## src/rtl/seg_display_scanner.sv

```systemverilog
// -----------------------------------------------------------------------------
// seg_display_scanner
//
// Shows the 32-bit value from the CPU display syscall path as hex digits on a
// time-multiplexed, common-anode seven-segment array. Captured values are
// held in a shadow register and copied to the scanned value only at frame
// boundaries, so one scan frame never mixes digits from two values. The
// decimal point of digit 0 mirrors the CPU halt level. A saturating counter
// records how many display updates were accepted.
//
// Ports:
//   clk           system clock, rising edge
//   rst_n         asynchronous active-low reset
//   disp_we       display syscall strobe (one cycle per syscall)
//   disp_data     value to display, sampled when disp_we=1
//   halt          CPU halted level
//   seg_n         active-low segments, bit0=a .. bit6=g (registered)
//   dp_n          active-low decimal point (registered)
//   an_n          active-low digit enables, one low outside reset (registered)
//   shown_value   value currently being scanned
//   update_count  saturating count of accepted disp_we pulses
// -----------------------------------------------------------------------------
module seg_display_scanner #(
  parameter int DIGITS   = 8,
  parameter int SCAN_DIV = 4,
  parameter int CNT_W    = 16
) (
  input  logic              clk,
  input  logic              rst_n,
  input  logic              disp_we,
  input  logic [31:0]       disp_data,
  input  logic              halt,
  output logic [6:0]        seg_n,
  output logic              dp_n,
  output logic [DIGITS-1:0] an_n,
  output logic [31:0]       shown_value,
  output logic [CNT_W-1:0]  update_count
);

  localparam int PW = (SCAN_DIV > 1) ? $clog2(SCAN_DIV) : 1;
  localparam int IW = $clog2(DIGITS);

  localparam logic [PW-1:0] PRESC_LAST = PW'(SCAN_DIV - 1);
  localparam logic [IW-1:0] IDX_LAST   = IW'(DIGITS - 1);

  // Hex digit to active-low segment pattern (bit0=a .. bit6=g).
  function automatic logic [6:0] hex_to_seg(input logic [3:0] nib);
    logic [6:0] pat;
    case (nib)
      4'h0: pat = 7'h40;
      4'h1: pat = 7'h79;
      4'h2: pat = 7'h24;
      4'h3: pat = 7'h30;
      4'h4: pat = 7'h19;
      4'h5: pat = 7'h12;
      4'h6: pat = 7'h02;
      4'h7: pat = 7'h78;
      4'h8: pat = 7'h00;
      4'h9: pat = 7'h10;
      4'hA: pat = 7'h08;
      4'hB: pat = 7'h03;
      4'hC: pat = 7'h46;
      4'hD: pat = 7'h21;
      4'hE: pat = 7'h06;
      default: pat = 7'h0E;
    endcase
    return pat;
  endfunction

  // State registers
  logic [PW-1:0]     presc_q,   presc_d;
  logic [IW-1:0]     idx_q,     idx_d;
  logic [31:0]       active_q,  active_d;
  logic [31:0]       shadow_q,  shadow_d;
  logic              pending_q, pending_d;
  logic [CNT_W-1:0]  cnt_q,     cnt_d;
  logic [6:0]        seg_q,     seg_d;
  logic              dp_q,      dp_d;
  logic [DIGITS-1:0] an_q,      an_d;

  logic tick;
  logic frame_end;
  logic nz_at_or_above;   // some nibble at idx_d or higher is nonzero

  assign tick      = (presc_q == PRESC_LAST);
  assign frame_end = tick && (idx_q == IDX_LAST);

  // NOTE: every signal assigned in always_comb gets a default first, so no
  // path leaves it unassigned and no latch is inferred.
  always_comb begin
    presc_d   = tick ? '0 : presc_q + 1'b1;
    idx_d     = idx_q;
    active_d  = active_q;
    shadow_d  = shadow_q;
    pending_d = pending_q;
    cnt_d     = cnt_q;

    if (tick) begin
      idx_d = (idx_q == IDX_LAST) ? '0 : idx_q + 1'b1;
    end

    if (disp_we) begin
      shadow_d  = disp_data;
      pending_d = 1'b1;
      if (cnt_q != '1) begin
        cnt_d = cnt_q + 1'b1;
      end
    end

    // A strobe landing on the frame_end edge bypasses the shadow so the
    // newest value is never left waiting a whole extra frame.
    if (frame_end) begin
      pending_d = 1'b0;
      if (disp_we) begin
        active_d = disp_data;
      end else if (pending_q) begin
        active_d = shadow_q;
      end
    end
  end

  // Leading-zero blanking looks at the value that will be on display after
  // this edge, so the registered outputs match the scanned value exactly.
  always_comb begin
    nz_at_or_above = 1'b0;
    for (int i = 0; i < DIGITS; i++) begin
      if ((i >= int'(idx_d)) && (active_d[4*i +: 4] != 4'h0)) begin
        nz_at_or_above = 1'b1;
      end
    end
  end

  always_comb begin
    an_d = ~(DIGITS'(1) << idx_d);
    dp_d = !((idx_d == '0) && halt);
    if ((idx_d != '0) && !nz_at_or_above) begin
      seg_d = 7'h7F;
    end else begin
      seg_d = hex_to_seg(active_d[{idx_d, 2'b00} +: 4]);
    end
  end

  // NOTE: sequential state uses non-blocking assignments so every register
  // samples the pre-edge values regardless of statement order.
  always_ff @(posedge clk or negedge rst_n) begin
    if (!rst_n) begin
      presc_q   <= '0;
      idx_q     <= '0;
      active_q  <= '0;
      shadow_q  <= '0;
      pending_q <= 1'b0;
      cnt_q     <= '0;
      seg_q     <= 7'h7F;
      dp_q      <= 1'b1;
      an_q      <= '1;
    end else begin
      presc_q   <= presc_d;
      idx_q     <= idx_d;
      active_q  <= active_d;
      shadow_q  <= shadow_d;
      pending_q <= pending_d;
      cnt_q     <= cnt_d;
      seg_q     <= seg_d;
      dp_q      <= dp_d;
      an_q      <= an_d;
    end
  end

  assign seg_n        = seg_q;
  assign dp_n         = dp_q;
  assign an_n         = an_q;
  assign shown_value  = active_q;
  assign update_count = cnt_q;

endmodule

```

## config.mk

```make
export PLATFORM = sky130hd
export DESIGN_NAME = seg_display_scanner
export DESIGN_NICKNAME = d
export VERILOG_FILES = /design/src/rtl/seg_display_scanner.sv
export SDC_FILE = /design/constraint.sdc
export NUM_CORES = 1
export LEC_CHECK = 0
export ABC_AREA = 1
export BUFFER_PORTS_ARGS = -buffer_cell sky130_fd_sc_hd__buf_2
export CORE_MARGIN = 4
export CORE_UTILIZATION = 30
export DETAILED_ROUTE_END_ITERATION = 16
export SKIP_CTS_REPAIR_TIMING = 1
export SLEW_MARGIN = 20
export SYNTH_ARGS = -nofsm -noshare
export SYNTH_HDL_FRONTEND = slang
export SYNTH_SLANG_ARGS = --single-unit
```

## constraint.sdc

```tcl
create_clock -name clk -period 2.65 [get_ports clk]
set_input_delay 0.3975 -clock clk [delete_from_list [all_inputs] [get_ports clk]]
set_output_delay 0.3975 -clock clk [all_outputs]
set_load 0.01 [all_outputs]
```

# Word-level counts from Yosys, hierarchy flattened
# Memories as Yosys holds them, arrays and structs flattened.
# Index checks and enable logic that the tools add are counted.
dict set report op_classes {
  addsub 3
  n_lt_le_gt_ge 7
  eq_ne 3
  n_shift 2
  muxes 17
  n_bitwise 1
  reduce_logical 24
}
# operator n
set ops {}
lappend ops {{2-to-1 mux 32 bit} 3}
lappend ops {{nonzero test 4 bit} 8}
lappend ops {{indexed part select 32 x 6 -> 4 bit} 1}
lappend ops {{adder 16 x 1 -> 16 bit, second input constant} 1}
lappend ops {{!= test 16 bit, second input constant} 1}
lappend ops {{logical AND 1 bit} 10}
lappend ops {{2-to-1 mux 1 bit} 10}
lappend ops {{>= comparator 3 bit, first input constant} 3}
lappend ops {{inverter 8 bit} 1}
lappend ops {{<< shifter 1 x 3 -> 8 bit, first input constant} 1}
lappend ops {{2-to-1 mux 7 bit} 1}
lappend ops {{>= comparator 1 x 3 -> 1 bit, first input constant} 2}
lappend ops {{>= comparator 2 x 3 -> 1 bit, first input constant} 2}
lappend ops {{2-to-1 mux 3 bit} 2}
lappend ops {{adder 3 x 1 -> 3 bit, second input constant} 1}
lappend ops {{equality test 3 bit, second input constant} 1}
lappend ops {{zero test 3 bit} 1}
lappend ops {{nonzero test 3 bit} 1}
lappend ops {{adder 2 x 1 -> 2 bit, second input constant} 1}
lappend ops {{equality test 2 bit, second input constant} 1}
lappend ops {{zero test 1 bit} 2}
lappend ops {{2-to-1 mux 2 bit} 1}
lappend ops {{AND reduction 2 bit} 1}
lappend ops {{nonzero test 2 bit} 1}
dict set report word_totals {
  regBits 102
  romBits 112
  input_bits 36
  output_inout_bits 64
  mem_count 1
}
# name depth width rd rd_clocked_by_memory_dff write_ports line_no
set memory_table {}
lappend memory_table {{(no name shown)} 16 7 1 0 0 49} ;# case (nib)

# Logic depth before layout (Yosys ltp)
# Gate-level depths: netlist of run 1.
dict set report logic_depth {
  ltp_word 16
  mapped_depth 19
  depth_no_buf 17
}

# Least setup slack after synthesis of run 1
# OpenSTA, ideal clock, no wires.
dict set report synth_timing {
  path_type {reg2reg}
  startpoint {register presc_q[0]}
  endpoint {register seg_q[5] (netlist: seg_n[5])}
  setup_ns 0.064
  arrival_time_ns 2.124
  required_time_ns 2.586
  path_slack_ns 0.462
  stages_incl_launch_ff 19
  n_path_buf 1
  period_less_slack_ns 2.188
  cell_sequence {dfrtp_1 > ha_1 > buf_4 > inv_2 > nand2_1 > nand2_2 > nand2_1 > nor2_1 > nand2_1 > nand2_1 > inv_1 > nand3_1 > nand2_2 > inv_1 > ha_1 > nand3_1 > nand2_1 > nand2_1 > nand3_1}
}
dict set report synth_between {
  elab_chain_len 16
}
# element line_no
set synth_rtl {}
lappend synth_rtl {{start, declared} 71} ;# logic [PW-1:0] presc_q, presc_d;
lappend synth_rtl {{start signal, assigned} 157} ;# presc_q <= presc_d;
lappend synth_rtl {{equality test 2 bit *} 85} ;# assign tick = (presc_q == PRESC_LAST);
lappend synth_rtl {{branches (longest 14 deep; another with >= comparator 1 x 3 -> 1 bit)} -}
lappend synth_rtl {{2-to-1 mux 7 bit *} 136} ;# if ((idx_d != '0) && !nz_at_or_above) begin
lappend synth_rtl {{via seg_d[5]} 77} ;# logic [6:0] seg_q, seg_d;
lappend synth_rtl {{end signal, assigned} 163} ;# seg_q <= seg_d;
lappend synth_rtl {{end, declared} 77}
# Mark *: on every way through the listed nets, which the timed path passes.
# A chain may end at the register's enable or synchronous reset.

# Worst setup path in the final report of run 1
dict set report layout_timing {
  startpoint {register idx_q[0]}
  endpoint {register seg_q[5] (netlist: seg_n[5])}
}
dict set report layout_between {
  elab_chain_len 16
}
# element line_no
set layout_rtl {}
lappend layout_rtl {{start, declared} 72} ;# logic [IW-1:0] idx_q, idx_d;
lappend layout_rtl {{start signal, assigned} 158} ;# idx_q <= idx_d;
lappend layout_rtl {{adder 3 x 1 -> 3 bit or equality test 3 bit (tied branches)} 99} ;# idx_d = (idx_q == IDX_LAST) ? '0 : idx_q + 1'b1;
lappend layout_rtl {{2-to-1 mux 3 bit *} 99}
lappend layout_rtl {{2-to-1 mux 3 bit *} 98} ;# if (tick) begin
lappend layout_rtl {{via idx_d[1]} 72}
lappend layout_rtl {{>= comparator 1 x 3 -> 1 bit} 127} ;# if ((i >= int'(idx_d)) && (active_d[4*i +: 4] != 4'h0)) begin
lappend layout_rtl {{logical AND 1 bit} 127}
lappend layout_rtl {{2-to-1 mux 1 bit (8 in a row)} 127}
lappend layout_rtl {{zero test 1 bit} 136}
lappend layout_rtl {{logical AND 1 bit} 136}
lappend layout_rtl {{2-to-1 mux 7 bit *} 136}
lappend layout_rtl {{via seg_d[5]} 77}
# Mark *: on every way through the listed nets, which the timed path passes. The rest lies on a longest branch.

==> flow_summary_export.csv, run 1 <==
group,metric,value,unit
status,status,"complete, no violations",
clock_tree,htree_num_levels,3,
global_routing,grt_pass1_wl,22000,µm
global_routing,antenna_found_initial,0,
pwr,vdd.ir_drop.worst,0.400,mV
detailed_routing,drtPass1Iterations,4,
global_routing,grt_usage,15.1,%
timing,setup_viol,0,
clock_tree,clk-insertion-delay-late,350,ps
yosys,synthTopCellsByArea,"dfrtp_1, nand2_1, dfstp_2",
timing,final-hold-violation-count,0,
global_routing,grt_overflow,0,
critical_path,endpoint_kind,"register",
yosys,ys_warn_count,0,
yosys,synth_top_family_by_area,"simple AND/OR/NAND/NOR gates",
critical_path,r2r_setup_slack,240,ps
detailed_routing,drtIter0Drc,222,
yosys,syn_area_per_cell,7.92,µm²
clock_tree,tritoncts,"yes",
yosys,synth_top_cell_by_area,"dfrtp_1",
critical_path,critPathBufInv,1,
timing,timing.final.crit_period,2410,ps
timing,worst_slew_pin_slew,545,ps
critical_path,cp.arrival,2680,ps
yosys,yosys.area_share.simple,33.5,%
floorplan,start_util,30.5,%
pwr,leakagePower,3.38,nW
floorplan,num_rows,47,
yosys,syn_nets,684,
floorplan,core,16600,µm²
timing,setup_tns,0,ps
critical_path,cp.required,2920,ps
yosys,yosysMostFrequentCell,"nand2_1",
timing,slew-limit-headroom,63.7,%
global_routing,grt_pass1_vias,4121,
clock_tree,clkTransAtPathRegs,70,ps
critical_path,crit_chain,"ha_1 > nand2_2 > nand3_1 > nand2_2 > nor2_1 > nand2_1 > nand4_1 > nand2_1 > nand2_2 > inv_1 > ha_1 > nand3_1 > nand2_1 > nand2_1 > nand3_1",
yosys,yosysSeqAreaShare,50.8,%
timing,grt_setup_unrepaired,"no",
critical_path,critical_path_class,"register to register",
yosys,ys_top_cells_by_count,"nand2_1, dfrtp_1, inv_1",
critical_path,rr_worst_depth,15,
finish,n_fill_cell,1769,
finish,area_growth,22.7,%
detailed_routing,wl_per_cell,14.0,µm
yosys,synth_compound_area_share,2.23,%
pwr,powerDensity,643,nW/µm²
timing,fmaxAchievable,0.416,GHz
yosys,ys.flop_type,"dfrtp_1",
critical_path,slowest_stage,"dfrtp_1",
place,io_buffers,99,
finish,layout.nets,793,
yosys,synthAdderAreaFrac,2.23,%
clock_tree,cts.sink_count,102,
floorplan,dieArea,19000,µm²
yosys,synth-seq-cells,102,
timing,slew_violations,0,
finish,n_antenna_cell,0,
clock_tree,cts_buffers,9,
critical_path,r2r_end,"seg_n[5]",
place,dp_hpwl,10600,µm
timing,fin_crit_sh,90.8,%
timing,timing.hold.ws,22.5,ps
place,place.gp.congestion,0.909,
floorplan,die_w,138,µm
critical_path,crit_path_frequent_cell,"nand2_1",
critical_path,start_kind,"register",
finish,fin_util,37.4,%
floorplan,pin_count,100,
clock_tree,cts-root-buf,"clkbuf_16",
yosys,ys_types,32,
critical_path,crit_family,"simple AND/OR/NAND/NOR gates",
hold_path,hp-class,"input port to asynchronous set/reset pin",
detailed_routing,ant_nets,0,
yosys,async_flop_share,100,%
timing,fin_skew,9.04,ps
floorplan,fp.dieH,138,µm
yosys,synth_xor_area_share,2.60,%
yosys,synth.mux.area_fraction,0,%
yosys,syn_area,5060,µm²
clock_tree,clockBufferDepth,2,
finish,drive_gt1_share,23.8,%
run,max-cap-violations,0,
critical_path,cp_slowest_stage_delay,430,ps
critical_path,crit_fanout,6,
detailed_routing,drc,0,
detailed_routing,vias,4298,
critical_path,r2r_start,"idx_q[0]",
yosys,synth_top_area_share,42.5,%
yosys,synth_edf_count,0,
detailed_routing,drt-total-wl,13600,µm
yosys,postSynthCellCount,639,
global_routing,grt_max_degree,62,
detailed_routing,via_per_inst,4.42,
cell type report:
class	instances	area, µm²	share of cell area [%]
sequential	102	2570	41.4
multi-input combinational	439	2080	33.5
inverter	79	297	4.78
timing repair buffer	117	646	10.4
tap	220	275	4.43
clock inverter	6	98.8	1.59
clock buffer	10	239	3.85
report_power, final:
part           leakage [nW]  switching (mW)  total (mW)  internal (mW)
sequential             1.20           0.132        1.86           1.73
combinational          2.02           0.403       0.654          0.251
clock                 0.163           0.607        1.48          0.870
total                  3.38            1.14        3.99           2.85
flip-flops by register name, summed over array words and instances, names as in the netlist, 2 cells and up:
name and cells:
an_n 8, seg_n 7, shadow_q 32, shown_value 32, idx_q 3, presc_q 2, update_count 16
per-layer routing:
metal  part of all wire [%]  global-route usage [%]
met5                      0                       0
met2                     45                    23.2
met3                    7.1                    4.57
met1                     46                    21.0
met4                    1.7                    3.79
kinds of logic after synthesis:
| family | count (synthesis) |
|---|---|
| XOR/XNOR | 15 |
| buffers and inverters | 99 |
| AND/OR/NAND/NOR | 393 |
| flip-flops | 102 |
| adder cells (fa/ha/maj) | 9 |
| AO/OA/AOI/OAI | 21 |
how the worst max path moves through the flow:
stage	from	endpoint	slack [ps]	depth (start not counted)
2_1_floorplan	presc_q[0]	seg_n[5]	460	18
3_3_place_gp	presc_q[0]	seg_n[0]	150	14
3_5_place_dp	presc_q[0]	seg_n[0]	130	15
4_1_cts	presc_q[0]	seg_n[0]	100	15
5_1_grt	presc_q[0]	seg_n[5]	5	17
6_report	idx_q[0]	seg_n[5]	240	15
worst reg2reg max path, delay by kind of cell, from the launching register on:
kind                     cells  cell delay (ps)
adder cells (fa/ha/maj)      2              480
flip-flops                   1              430
AND/OR/NAND/NOR             12             1340
buffers and inverters        1               90
cells in the final DEF (no fill, tap or decap), types with 2 or more instances in the layout:
cell,count
nand2_1,260
buf_2,98
dfrtp_1,86
inv_1,75
nor2_1,47
nand3_1,35
nand4_1,22
buf_4,18
dfstp_2,16
xor2_1,11
o21ai_0,10
clkbuf_16,9
nand2_2,7
o21ai_1,7
ha_1,7
nor2_2,5
inv_2,4
nor2_4,4
xnor2_1,4
nand2_4,3
and2_1,2
o21bai_1,2
nand3_2,2
nor3_1,2
nor4_1,2
ha_2,2
bufinv_16,2
inv_8,2
through the flow:
stage               std cells  worst slack, ps  power, mW  cell area [µm²]
floorplan                 639              462       2.24             5060
global placement          956              145       2.55             5840
detailed placement        956              125       2.55             5840
CTS                       972             97.8       4.06             6180
global route              973             4.88       4.24             6210
finish                    973              244       3.99             6210
No activity file was read; power rests on OpenSTA's default activity.
==> run 2, diff against run 1 <==
==> constraint.sdc (replaced) <==
create_clock -name clk -period 2 [get_ports clk]
set_input_delay 0.3 -clock clk [delete_from_list [all_inputs] [get_ports clk]]
set_output_delay 0.3 -clock clk [all_outputs]
set_load 0.01 [all_outputs]
==> run 2 against run 1 <==
Effect of this change:
- maximum frequency rose by 9.2%
- non-clock buffer count rose by 79
- largest power group unchanged
- routed wire length rose by 8.2%
- global-route usage rose by 0.25 points
- critical path depth did not move
- setup slack got worse by 450 ps
- the run now ends with setup timing left
- first-iteration DRC count rose by 25%
- critical path type unchanged
==> flow_summary_export.csv, run 2 (synthesized netlist as in run 1, its figures left out) <==
group,metric,value,unit
status,status,"complete, but fails checks",
hold_path,min_from,"halt",
critical_path,cp.required,2290,ps
critical_path,cp.arrival,2490,ps
global_routing,grt_pass1_wl,22700,µm
clock_tree,cts.sink_count,102,
detailed_routing,ant_nets,0,
critical_path,start_kind,"register",
run,max-cap-violations,0,
floorplan,start_util,30.5,%
floorplan,num_rows,47,
global_routing,grt_pass1_vias,4487,
timing,slew-limit-headroom,76.9,%
critical_path,crit_start,"presc_q[0]",
detailed_routing,drt-total-wl,14700,µm
global_routing,antenna_found_initial,0,
clock_tree,cts-root-buf,"clkbuf_16",
place,place.gp.congestion,0.871,
place,dp_hpwl,11000,µm
critical_path,endpoint_kind,"register",
place,dp_slack,-278,ps
detailed_routing,wl_per_cell,14.0,µm
global_routing,grt_overflow,0,
critical_path,cp_slowest_stage_delay,390,ps
clock_tree,clockBufferDepth,2,
critical_path,crit_family,"simple AND/OR/NAND/NOR gates",
timing,timing.hold.ws,115,ps
timing,worst_slack,-204,ps
pwr,leakagePower,3.84,nW
critical_path,critical_path_class,"register to register",
finish,n_fill_cell,1678,
finish,layout.nets,874,
timing,fmaxAchievable,0.454,GHz
detailed_routing,drc,0,
critical_path,critPathBufInv,4,
finish,n_antenna_cell,0,
status,violations,"setup timing",
critical_path,crit_path_frequent_cell,"nand3_1",
detailed_routing,drtPass1Iterations,4,
floorplan,fp.dieH,138,µm
clock_tree,clk-insertion-delay-late,350,ps
timing,worst_slew_pin_slew,343,ps
timing,fin_skew,10.7,ps
detailed_routing,drtIter0Drc,277,
finish,final_common_cell,"nand2_1",
global_routing,grt_usage,15.4,%
clock_tree,tritoncts,"yes",
critical_path,r2r_start,"presc_q[0]",
timing,final-hold-violation-count,0,
timing,fin_crit_sh,110,%
detailed_routing,via_per_inst,4.40,
floorplan,pin_count,100,
finish,drive_gt1_share,36.2,%
hold_path,hp-class,"input port to register",
pwr,powerDensity,760,nW/µm²
timing,slew_violations,0,
finish,mostFrequentLayoutCells,"nand2_1, buf_2, dfrtp_1, buf_4, inv_1",
floorplan,dieArea,19000,µm²
clock_tree,clkTransAtPathRegs,70,ps
finish,area_growth,41.2,%
floorplan,core,16600,µm²
clock_tree,htree_num_levels,3,
floorplan,die_w,138,µm
global_routing,grt_max_degree,58,
detailed_routing,vias,4637,
timing,setup_viol,7,
clock_tree,cts_buffers,9,
timing,setup_tns,-974,ps
critical_path,crit_chain,"ha_4 > buf_6 > nor2_4 > nor2_4 > buf_12 > nand4_1 > inv_1 > nor2_1 > nand3_1 > nand2_2 > buf_4 > ha_4 > nand3_1 > nand3_1 > nand3_2",
critical_path,crit_fanout,5,
pwr,vdd.ir_drop.worst,0.729,mV
timing,timing.final.crit_period,2200,ps
timing,grt_setup_unrepaired,"yes",
critical_path,slowest_stage,"dfrtp_1",
place,io_buffers,99,
-- run 2: through the flow --
step	utilization [%]	std cells	power [mW]	area [µm²]
floorplan	-	639	2.98	5160
global placement	38.8	1019	3.45	6440
detailed placement	38.8	1019	3.45	6440
CTS	40.9	1035	5.43	6780
global route	43.1	1054	5.73	7150
finish	43.1	1054	5.43	7150
-- run 2: area by class of cell --
cell class / instances / area (µm²) / area share, %
clock inverter: 7 / 114 / 1.59
clock buffer: 9 / 225 / 3.15
sequential: 102 / 2570 / 36.0
tap: 220 / 275 / 3.85
inverter: 79 / 299 / 4.18
multi-input combinational: 441 / 2340 / 32.7
timing repair buffer: 196 / 1320 / 18.5
-- run 2: routing by layer --
metal  up-vias  GRT usage (%)  wire length, µm  part of all wire, %
met4         0           4.39              316                  2.1
met1      2161           19.4             6350                   43
met3        20           4.32              991                  6.7
met5         -              0                0                    0
met2       110           25.9             7090                   48
li1       2346              -                -                    -
-- run 2: final timing paths --
kind,to,slack [ps],depth (start not counted)
setup / recovery,seg_n[4],-200,15
hold / removal,dp_n,110,2
setup reg to reg,seg_n[4],-200,15
hold reg to reg,shadow_q[23],470,2
max in group asynchronous,an_n[7],960,3
min in group asynchronous,shadow_q[14],380,2
-- run 2: worst reg2reg max path, cell delays in order, from the launching register on --
cell,delay [ps]
dfrtp_1,390
ha_4,190
buf_6,120
nor2_4,40
nor2_4,200
buf_12,150
nand4_1,150
inv_1,90
nor2_1,40
nand3_1,90
nand2_2,110
buf_4,160
ha_4,140
nand3_1,80
nand3_1,100
nand3_2,90
-- run 2: power breakdown --
part / leakage [nW] / total (mW) / internal [mW] / switching [mW]
registers: 1.20 / 2.47 / 2.29 / 0.176
logic: 2.47 / 0.996 / 0.418 / 0.578
clock network: 0.166 / 1.96 / 1.13 / 0.835
total: 3.84 / 5.43 / 3.84 / 1.59
